<file path="config.mk">
export PLATFORM = sky130hd
export DESIGN_NAME = id_ex_stage
export DESIGN_NICKNAME = d
export VERILOG_FILES = /design/src/rtl/id_ex_stage.sv
export SDC_FILE = /design/constraint.sdc
export NUM_CORES = 1
export LEC_CHECK = 0
export CAP_MARGIN = 20
export CORE_UTILIZATION = 41
export CTS_BUF_LIST = sky130_fd_sc_hd__clkbuf_8
export DETAILED_ROUTE_END_ITERATION = 8
export PLACE_DENSITY_LB_ADDON = 0.2
export SETUP_SLACK_MARGIN = 0.02
export SLEW_MARGIN = 10
export SYNTH_ARGS = -nofsm -noshare
export SYNTH_HDL_FRONTEND = slang
export SYNTH_SLANG_ARGS = --single-unit
</file>
<file path="constraint.sdc">
create_clock -name clk -period 2.9 [get_ports clk]
set_input_delay 0.435 -clock clk [delete_from_list [all_inputs] [get_ports clk]]
set_output_delay 0.435 -clock clk [all_outputs]
set_load 0.02 [all_outputs]
</file>
<file path="src/rtl/id_ex_stage.sv">
// ID/EX pipeline register for the 5-stage MIPS32 core.
// Also detects load-use hazards and counts the stall cycles they cause.
module id_ex_stage #(
  parameter int unsigned DATA_W = 32,
  parameter int unsigned CNT_W  = 16
) (
  input  logic              clk,
  input  logic              rst_n,
  input  logic              id_valid,
  input  logic [5:0]        id_opcode,
  input  logic [5:0]        id_funct,
  input  logic [4:0]        id_rs,
  input  logic [4:0]        id_rt,
  input  logic [4:0]        id_rd,
  input  logic [DATA_W-1:0] id_rdata1,
  input  logic [DATA_W-1:0] id_rdata2,
  input  logic [DATA_W-1:0] id_imm,
  input  logic [8:0]        id_ctrl,
  input  logic              flush,
  input  logic              stall_cnt_clr,
  output logic [5:0]        ID_EX_OPcode,
  output logic [5:0]        ID_EX_funct,
  output logic [4:0]        ID_EX_rs,
  output logic [4:0]        ID_EX_rt,
  output logic [4:0]        ID_EX_rd,
  output logic [4:0]        ID_EX_wreg,
  output logic [DATA_W-1:0] ID_EX_rdata1,
  output logic [DATA_W-1:0] ID_EX_rdata2,
  output logic [DATA_W-1:0] ID_EX_imm,
  output logic [8:0]        ID_EX_ctrl,
  output logic              ID_EX_valid,
  output logic              pc_write,
  output logic              if_id_write,
  output logic              stall,
  output logic [CNT_W-1:0]  stall_count
);

  // Opcodes that read rt as a source operand
  typedef enum logic [5:0] {
    OP_RTYPE = 6'b000000,
    OP_BEQ   = 6'b000100,
    OP_BNE   = 6'b000101,
    OP_SW    = 6'b101011
  } opc_e;

  // id_ctrl packing: {RegWrite, MemRead, MemWrite, MemtoReg, ALUSrc, RegDst, Branch, ALUOp[1:0]}
  localparam int unsigned CTRL_MEMREAD = 7;
  localparam int unsigned CTRL_REGDST  = 3;

  logic [5:0]        r_opcode;
  logic [5:0]        r_funct;
  logic [4:0]        r_rs;
  logic [4:0]        r_rt;
  logic [4:0]        r_rd;
  logic [4:0]        r_wreg;
  logic [DATA_W-1:0] r_rdata1;
  logic [DATA_W-1:0] r_rdata2;
  logic [DATA_W-1:0] r_imm;
  logic [8:0]        r_ctrl;
  logic              r_valid;
  logic [CNT_W-1:0]  r_cnt;

  logic w_uses_rt;
  logic w_haz;
  logic w_stall;
  logic w_load;

  always_comb begin
    w_uses_rt = 1'b0;
    case (id_opcode)
      OP_RTYPE, OP_BEQ, OP_BNE, OP_SW: w_uses_rt = 1'b1;
      default:                         w_uses_rt = 1'b0;
    endcase
  end

  // $0 is hard-wired zero, so a load targeting it never creates a dependency
  always_comb begin
    w_haz = r_ctrl[CTRL_MEMREAD] && (r_rt != '0) && id_valid &&
            ((r_rt == id_rs) || (w_uses_rt && (r_rt == id_rt)));
  end

  assign w_stall = w_haz & ~flush;
  assign w_load  = id_valid & ~flush & ~w_stall;

  always_ff @(posedge clk or negedge rst_n) begin
    if (!rst_n) begin
      r_opcode <= '0;
      r_funct  <= '0;
      r_rs     <= '0;
      r_rt     <= '0;
      r_rd     <= '0;
      r_wreg   <= '0;
      r_rdata1 <= '0;
      r_rdata2 <= '0;
      r_imm    <= '0;
      r_ctrl   <= '0;
      r_valid  <= 1'b0;
    end else if (w_load) begin
      r_opcode <= id_opcode;
      r_funct  <= id_funct;
      r_rs     <= id_rs;
      r_rt     <= id_rt;
      r_rd     <= id_rd;
      r_wreg   <= id_ctrl[CTRL_REGDST] ? id_rd : id_rt;
      r_rdata1 <= id_rdata1;
      r_rdata2 <= id_rdata2;
      r_imm    <= id_imm;
      r_ctrl   <= id_ctrl;
      r_valid  <= 1'b1;
    end else begin
      // flush, stall and empty ID slot all collapse to the same bubble
      r_opcode <= '0;
      r_funct  <= '0;
      r_rs     <= '0;
      r_rt     <= '0;
      r_rd     <= '0;
      r_wreg   <= '0;
      r_rdata1 <= '0;
      r_rdata2 <= '0;
      r_imm    <= '0;
      r_ctrl   <= '0;
      r_valid  <= 1'b0;
    end
  end

  always_ff @(posedge clk or negedge rst_n) begin
    if (!rst_n) begin
      r_cnt <= '0;
    end else if (stall_cnt_clr) begin
      r_cnt <= '0;
    end else if (w_stall && (r_cnt != '1)) begin
      r_cnt <= r_cnt + CNT_W'(1);
    end
  end

  assign ID_EX_OPcode = r_opcode;
  assign ID_EX_funct  = r_funct;
  assign ID_EX_rs     = r_rs;
  assign ID_EX_rt     = r_rt;
  assign ID_EX_rd     = r_rd;
  assign ID_EX_wreg   = r_wreg;
  assign ID_EX_rdata1 = r_rdata1;
  assign ID_EX_rdata2 = r_rdata2;
  assign ID_EX_imm    = r_imm;
  assign ID_EX_ctrl   = r_ctrl;
  assign ID_EX_valid  = r_valid;
  assign stall        = w_stall;
  assign pc_write     = ~w_stall;
  assign if_id_write  = ~w_stall;
  assign stall_count  = r_cnt;

endmodule

</file>
==> results.py <==
metrics = {
    "cts": {
        "cts_sinks": 154,
        "clock-root-buffer": "clkbuf_8",
        "clock_path_buffers": 2,
        "cts_tree": "done",
        "cts_htree_levels": 4,
        "clk_latency_ns": 0.43,
        "postCtsSetupBuffers": 0,
        "clk_pin_slew_worst_paths_ns": 0.08,
        "cts_made_buffers": 17,
    },
    "detailed_routing": {
        "ant_nets": 0,
        "drt_pass1_iterations": 4,
        "post_drt_wl_per_cell_um": 18.35,
        "vias_per_cell": 4.990,
        "drc_errors": 0,
        "drt-initial-drc-count": 279,
        "num_vias": 4586,
        "wl_mm": 16.87,
    },
    "sta": {
        "setup_viol": 0,
        "hold_violations": 0,
        "fin_hold_ws_ns": 0.5509,
        "worst_pin_slew_ns": 0.9916,
        "finalCritPeriodShare": 0.9567,
        "fin_worst_skew_ns": 0.01386,
        "setup_ws_ns": 0.1255,
        "fmax_ghz": 0.3604,
        "layout_min_cycle_time_ns": 2.774,
        "slew_viol_final": 0,
        "slew_headroom": 0.3389,
        "grt_setup_unrepaired": "false",
    },
    "global_routing": {
        "grt_max_degree": 134,
        "antenna_found_initial": 0,
        "track_usage": 0.2459,
        "grt_pass1_vias": 4645,
        "gr-total-overflow": 0,
        "grt_pass1_wl_mm": 25.97,
    },
    "placement": {
        "hpwl_mm": 11.87,
        "place_ws_ns": -0.2977,
        "gp_congestion": 0.7876,
        "port_buffers": 293,
        "placedInstanceArea_sq_mm": 0.008733,
        "dp_cells": 885,
    },
    "power": {
        "swShare": 0.2284,
        "power.density_mw_per_mm2": 505.8,
        "comb_power_share": 0.131,
        "p_leak_uw": 0.004431,
        "p_int_uw": 3591,
        "power_switching_uw": 1063,
        "clkPwrFrac": 0.387,
        "peakVddDrop_uv": 318.5,
        "p_seq_frac": 0.482,
    },
    "floorplanning": {
        "dieArea_sq_mm": 0.01405,
        "core_area_sq_mm": 0.01324,
        "row_count": 42,
        "io_pins": 294,
        "die_w_um": 118.5,
        "initial_core_util": 0.4204,
        "fp.dieH_um": 118.5,
    },
    "synthesis": {
        "syn_area_sq_mm": 0.005568,
        "syn_avg_cell_area_sq_um": 12.80,
        "synth_cell_types": 35,
        "yosysTopAreaCell": "dfrtp_1",
        "seq_area_frac_synth": 0.6921,
        "netlist_instances": 435,
        "ys_seq_elements": 154,
        "yosysWarnings": 0,
        "synth_top_cell_area_share": 0.6921,
        "synth_area_leaders": "dfrtp_1 (69%), and3_1 (15%), clkbuf_1 (2.2%), xnor2_1 (1.3%), a21oi_1 (1.2%)",
        "ys_dominant_reg_cell": "dfrtp_1",
        "synth_nets": 573,
        "ys_async_sr_fraction": 1.000,
        "synth_edf_count": 0,
    },
    "hold_path": {
        "hp-class": "input pin to flop",
    },
    "cells_and_area": {
        "final_cells": 919,
        "drive_above_1_share": 0.07817,
        "nets": 867,
        "syn_to_final_growth_pct": 65.24,
        "final_area_sq_mm": 0.009200,
    },
    "setup_path": {
        "cp_top_family": "buffers and inverters",
        "cp.required_ns": 2.47,
        "end_kind": "output pin",
        "start_kind": "input pin",
        "crit_path_max_incr_delay_ns": 0.56,
        "critical_path_buf_inv_count": 2,
        "cp_max_fo": 11,
        "crit_arrival_ns": 2.34,
        "critical_path.cell_chain": "clkdlybuf4s50_1 -> or4_4 -> a2111oi_4 -> o21bai_4 -> dlygate4sd2_1",
        "r2r_slack_ns": 0.17,
        "crit_slowest_cell": "or4_4",
        "crit_type": "input pin to output pin",
    },
    "outcome": {
        "status": "finished clean",
    },
    "run": {
        "drv_cap": 0,
    },
}
==> per-layer routing <==
layer / vias to the layer above / wire length [um] / global-route usage
li1: 2118 / - / -
met1: 2243 / 6520 / 0.2882
met2: 193 / 8724 / 0.4163
met3: 32 / 1092 / 0.06998
met4: 0 / 527 / 0.1147
met5: - / 0 / 0
==> power by group through the flow <==
stage          Combinational (uW)  Clock, uW  Sequential [uW]
2_1_floorplan                90.1          0             2380
3_5_place_dp                  610          0             2290
5_1_grt                       649       1920             2250
4_1_cts                       615       1830             2240
3_3_place_gp                  602          0             2280
6_report                      609       1800             2240
==> cells in the final DEF, fill, tap and decap left out, drive strengths merged, types with 2 or more instances in the layout <==
master         count
mux2i              5
dlygate4sd2        2
and3             136
dfrtp            154
clkbuf            22
a21oi             13
clkdlybuf4s50    289
o21ba              3
nor2               8
nand3              8
xnor2              8
o41ai              2
or3                6
or4                8
buf               19
nand4              5
nand2              8
clkinv             2
o31ai              5
o21a               2
xor2               3
bufinv             4
nor2b              2
clkinvlp           3
o21ai              6
inv                7
nor3               2
==> final timing paths <==
check | startpoint | to | cells after the start
min in group asynchronous | rst_n | ID_EX_rdata2[12] | 2
max in group asynchronous | rst_n | ID_EX_rt[1] | 3
min | id_rdata1[27] | ID_EX_rdata1[27] | 2
min reg2reg | stall_count[10] | stall_count[10] | 2
max reg2reg | ID_EX_rt[1] | ID_EX_rdata2[28] | 6
max | id_opcode[1] | pc_write | 5
==> kinds of logic (layout without fill, tap and decap cells) <==
| family | Yosys count | count (layout) | synth area share |
|---|---|---|---|
| and+or+nand+nor | 186 | 186 | 0.2023 |
| DFF | 154 | 154 | 0.6921 |
| buffers and inverters | 42 | 349 | 0.03056 |
| AOI/OAI and AO/OA | 36 | 36 | 0.04652 |
| xor gates and xnor gates | 11 | 11 | 0.01730 |
| muxes | 5 | 5 | 0.008989 |
| adders and majority gates | 1 | 1 | 0.002247 |
| other | 0 | 1 | 0 |
==> cell usage after synthesis (5+ instances only) <==
| library cell | number |
|---|---|
| nand4_1 | 5 |
| nand3_1 | 8 |
| clkbuf_1 | 33 |
| or3_1 | 6 |
| nand2_1 | 8 |
| o31ai_1 | 5 |
| dfrtp_1 | 154 |
| nor2_1 | 8 |
| xnor2_1 | 8 |
| mux2i_1 | 5 |
| o21ai_0 | 6 |
| inv_1 | 5 |
| or4_1 | 7 |
| a21oi_1 | 13 |
| and3_1 | 136 |
==> sequential cells by signal, indices dropped and copies added (netlist names), 6 cells and up <==
| signal | cells |
|---|---|
| ID_EX_OPcode | 6 |
| ID_EX_ctrl | 9 |
| ID_EX_funct | 6 |
| ID_EX_imm | 32 |
| ID_EX_rdata2 | 32 |
| ID_EX_rdata1 | 32 |
| stall_count | 16 |
==> cell type report <==
class                   count  area (sq um)
multi-input cells         239          1559
repair buffers            312          3092
clock inverters            11         165.2
diodes                      1         2.502
clock buffers              21         289.0
fillers                  1004          4043
well taps                 176         220.2
flip-flops and latches    154          3854
inverters                   5         18.77
==> per-stage QoR <==
step	total power, uW	utilization	TNS (ns)
6_report	4653	0.6947	0
3_5_place_dp	2895	0.6595	-26.28
3_3_place_gp	2883	0.6595	-20.43
5_1_grt	4815	0.6945	0
2_1_floorplan	2472	-	0
4_1_cts	4693	0.6945	0
==> repair_timing <==
action,4_1_cts,5_1_grt
setup endpoints to repair,89,50
cloned,0,0
resized for setup,4,4
endpoints found under the hold margin,4,0
hold buffers,1,0
pin swaps,0,1
Power figures use the tool's default switching activity.
==> RTL change: new RTL, config.mk and constraints unchanged <==
The parameter `CNT_W` goes from 16 to 32.
--- a/src/rtl/id_ex_stage.sv
+++ b/src/rtl/id_ex_stage.sv
@@ -3,5 +3,5 @@
 module id_ex_stage #(
   parameter int unsigned DATA_W = 32,
-  parameter int unsigned CNT_W  = 16
+  parameter int unsigned CNT_W  = 32
 ) (
   input  logic              clk,
Interface: changed (resized stall_count); port bits go from 294 to 310. The function was not compared with the original's and may differ.
==> RTL change against the unedited design <==
- die area is 18% higher
- design area is 12% higher
- maximum frequency is 0.87% higher
- non-clock buffer count is 11 higher
- sequential cell count is 16 higher
- utilization is 2.6 points lower
- wire length is 21% higher
- critical path depth is 1 higher
- global-route usage is 0.52 points higher
- worst setup slack better by 0.024 ns
- area after synthesis is 18% higher
- power is 4.3% higher
- count of clock-buffer cells in the layout is 1 lower
==> RTL change: results <==
{
  "drt_iter0_drc": 265,
  "layout-drive-gt1-share_pct": 7.02,
  "portBuffers": 309,
  "cts_made_buffers": 17,
  "antenna_found_initial": 0,
  "worstReg2RegEnd": "ID_EX_wreg[0]",
  "worstSetupPathType": "register to primary output",
  "status": "finished clean",
  "min_period_over_period_pct": 94.8,
  "synth_nets": 688,
  "r2r_slack_ns": 0.24,
  "ys_types": 39,
  "pwr-share-clk_pct": 36.5,
  "fin_nets": 981,
  "async_flop_share_pct": 100,
  "grt_pass1_wl_mm": 31.2,
  "dp_slack_ns": -0.277,
  "firstDrtPassIters": 4,
  "synth_seq_area_share_pct": 64.6,
  "p_leak_nw": 4.90,
  "clkLatencyLatePin_ns": 0.45,
  "wirelength_mm": 20.5,
  "synth.area.top_cells": "dfrtp_1 65%, and3_1 13%, clkbuf_1 2.1%",
  "p_seq_share_pct": 50.8,
  "place_area_sq_mm": 0.00988,
  "regToRegStartpoint": "ID_EX_rt[1]",
  "path_max_fanout": 6,
  "slew_headroom_pct": 27.3,
  "root_buffer": "clkbuf_8",
  "grt_start_max_net_pins": 134,
  "diodes": 0,
  "clk_pin_slew_worst_paths_ns": 0.09,
  "clock_skew_ns": 0.00871,
  "reg2reg_depth": 7,
  "globalplace.congestion": 0.847,
  "ir_drop_mv": 0.269,
  "synth_area_leader_cell": "dfrtp_1",
  "cts.htree.levels": 4,
  "cts.path.max_buffers": 2,
  "hpwl_mm": 14.4,
  "viasPerCell": 5.13,
  "synth_common_cells": "170 x dfrtp_1, 137 x and3_1, 37 x clkbuf_1",
  "power.switching_w": 0.00115,
  "worst-endpoint-arrival_ns": 2.32,
  "synth_warnings": 0,
  "worstHoldPathType": "input port to async pin",
  "grt_usage_pct": 25.1,
  "crit_path_end": "pc_write"
}
[RTL change: cell count changes after synthesis, sizes merged, moves of 8 or more]
cell | before | now
mux2 | 0 | 8
o31ai | 5 | 14
nor4 | 1 | 10
nand4 | 5 | 16
nor2 | 8 | 21
buf | 4 | 12
dfrtp | 154 | 170
or4 | 8 | 17
[RTL change: what timing repair did]
action / 4_1_cts / 5_1_grt
pin swaps: 1 / 1
buffers inserted: 0 / 2
hold endpoints to repair: 56 / 0
resized for setup: 4 / 3
endpoints found under the setup margin: 3 / 3
hold buffers: 1 / 0
[RTL change: through the flow]
stage,instances,total power (W),hold WS [ns]
2_1_floorplan,550,0.00270,0.139
3_3_place_gp,1032,0.00312,0.431
3_5_place_dp,1032,0.00313,0.444
4_1_cts,1064,0.00491,0.504
5_1_grt,1066,0.00506,0.495
6_report,1066,0.00485,0.520
[RTL change: routing by layer]
metal | track usage [%] | wire, um
met1 | 29.8 | 8090
met2 | 43.7 | 10700
met3 | 6.69 | 1250
met5 | 0 | 0
met4 | 9.41 | 451
[RTL change: layout make-up]
| cell class | count | area [sq um] |
|---|---|---|
| clock buffer | 20 | 275 |
| clock inverter | 11 | 144 |
| fill | 1186 | 5110 |
| inverter | 5 | 18.8 |
| multi-input combinational | 326 | 2120 |
| sequential | 170 | 4260 |
| tap | 211 | 264 |
| timing repair buffer | 323 | 3240 |
[RTL change: worst max-delay path, stage by stage (launching register included)]
cell           delay, ns
dfrtp_1             0.46
xor2_1              0.20
nor4_2              0.34
buf_4               0.18
o211ai_1            0.10
a21o_4              0.26
dlygate4sd2_1       0.33
[RTL change: how the worst min path moves through the flow]
stage	startpoint	endpoint	slack, ns	cells after the start
2_1_floorplan	rst_n	ID_EX_OPcode[0]	0.14	0
3_3_place_gp	rst_n	ID_EX_rdata1[4]	0.43	1
3_5_place_dp	rst_n	ID_EX_rdata1[4]	0.44	1
4_1_cts	id_rdata2[14]	ID_EX_rdata2[14]	0.50	2
5_1_grt	id_imm[16]	ID_EX_imm[16]	0.49	2
6_report	rst_n	ID_EX_rdata1[4]	0.52	2
[RTL change: cells by family (layout without fill, tap and decap cells)]
logic type               count (synthesis)  in the layout  synth area share (%)
multiplexers                            13             13                  2.13
adder cells (fa/ha/maj)                  1              1                 0.190
AO/OA/AOI/OAI                           50             50                  4.85
AND/OR/NAND/NOR                        252            252                  23.4
XOR/XNOR                                10             10                  1.33
flip-flops                             170            170                  64.6
buffers and inverters                   54            359                  3.50
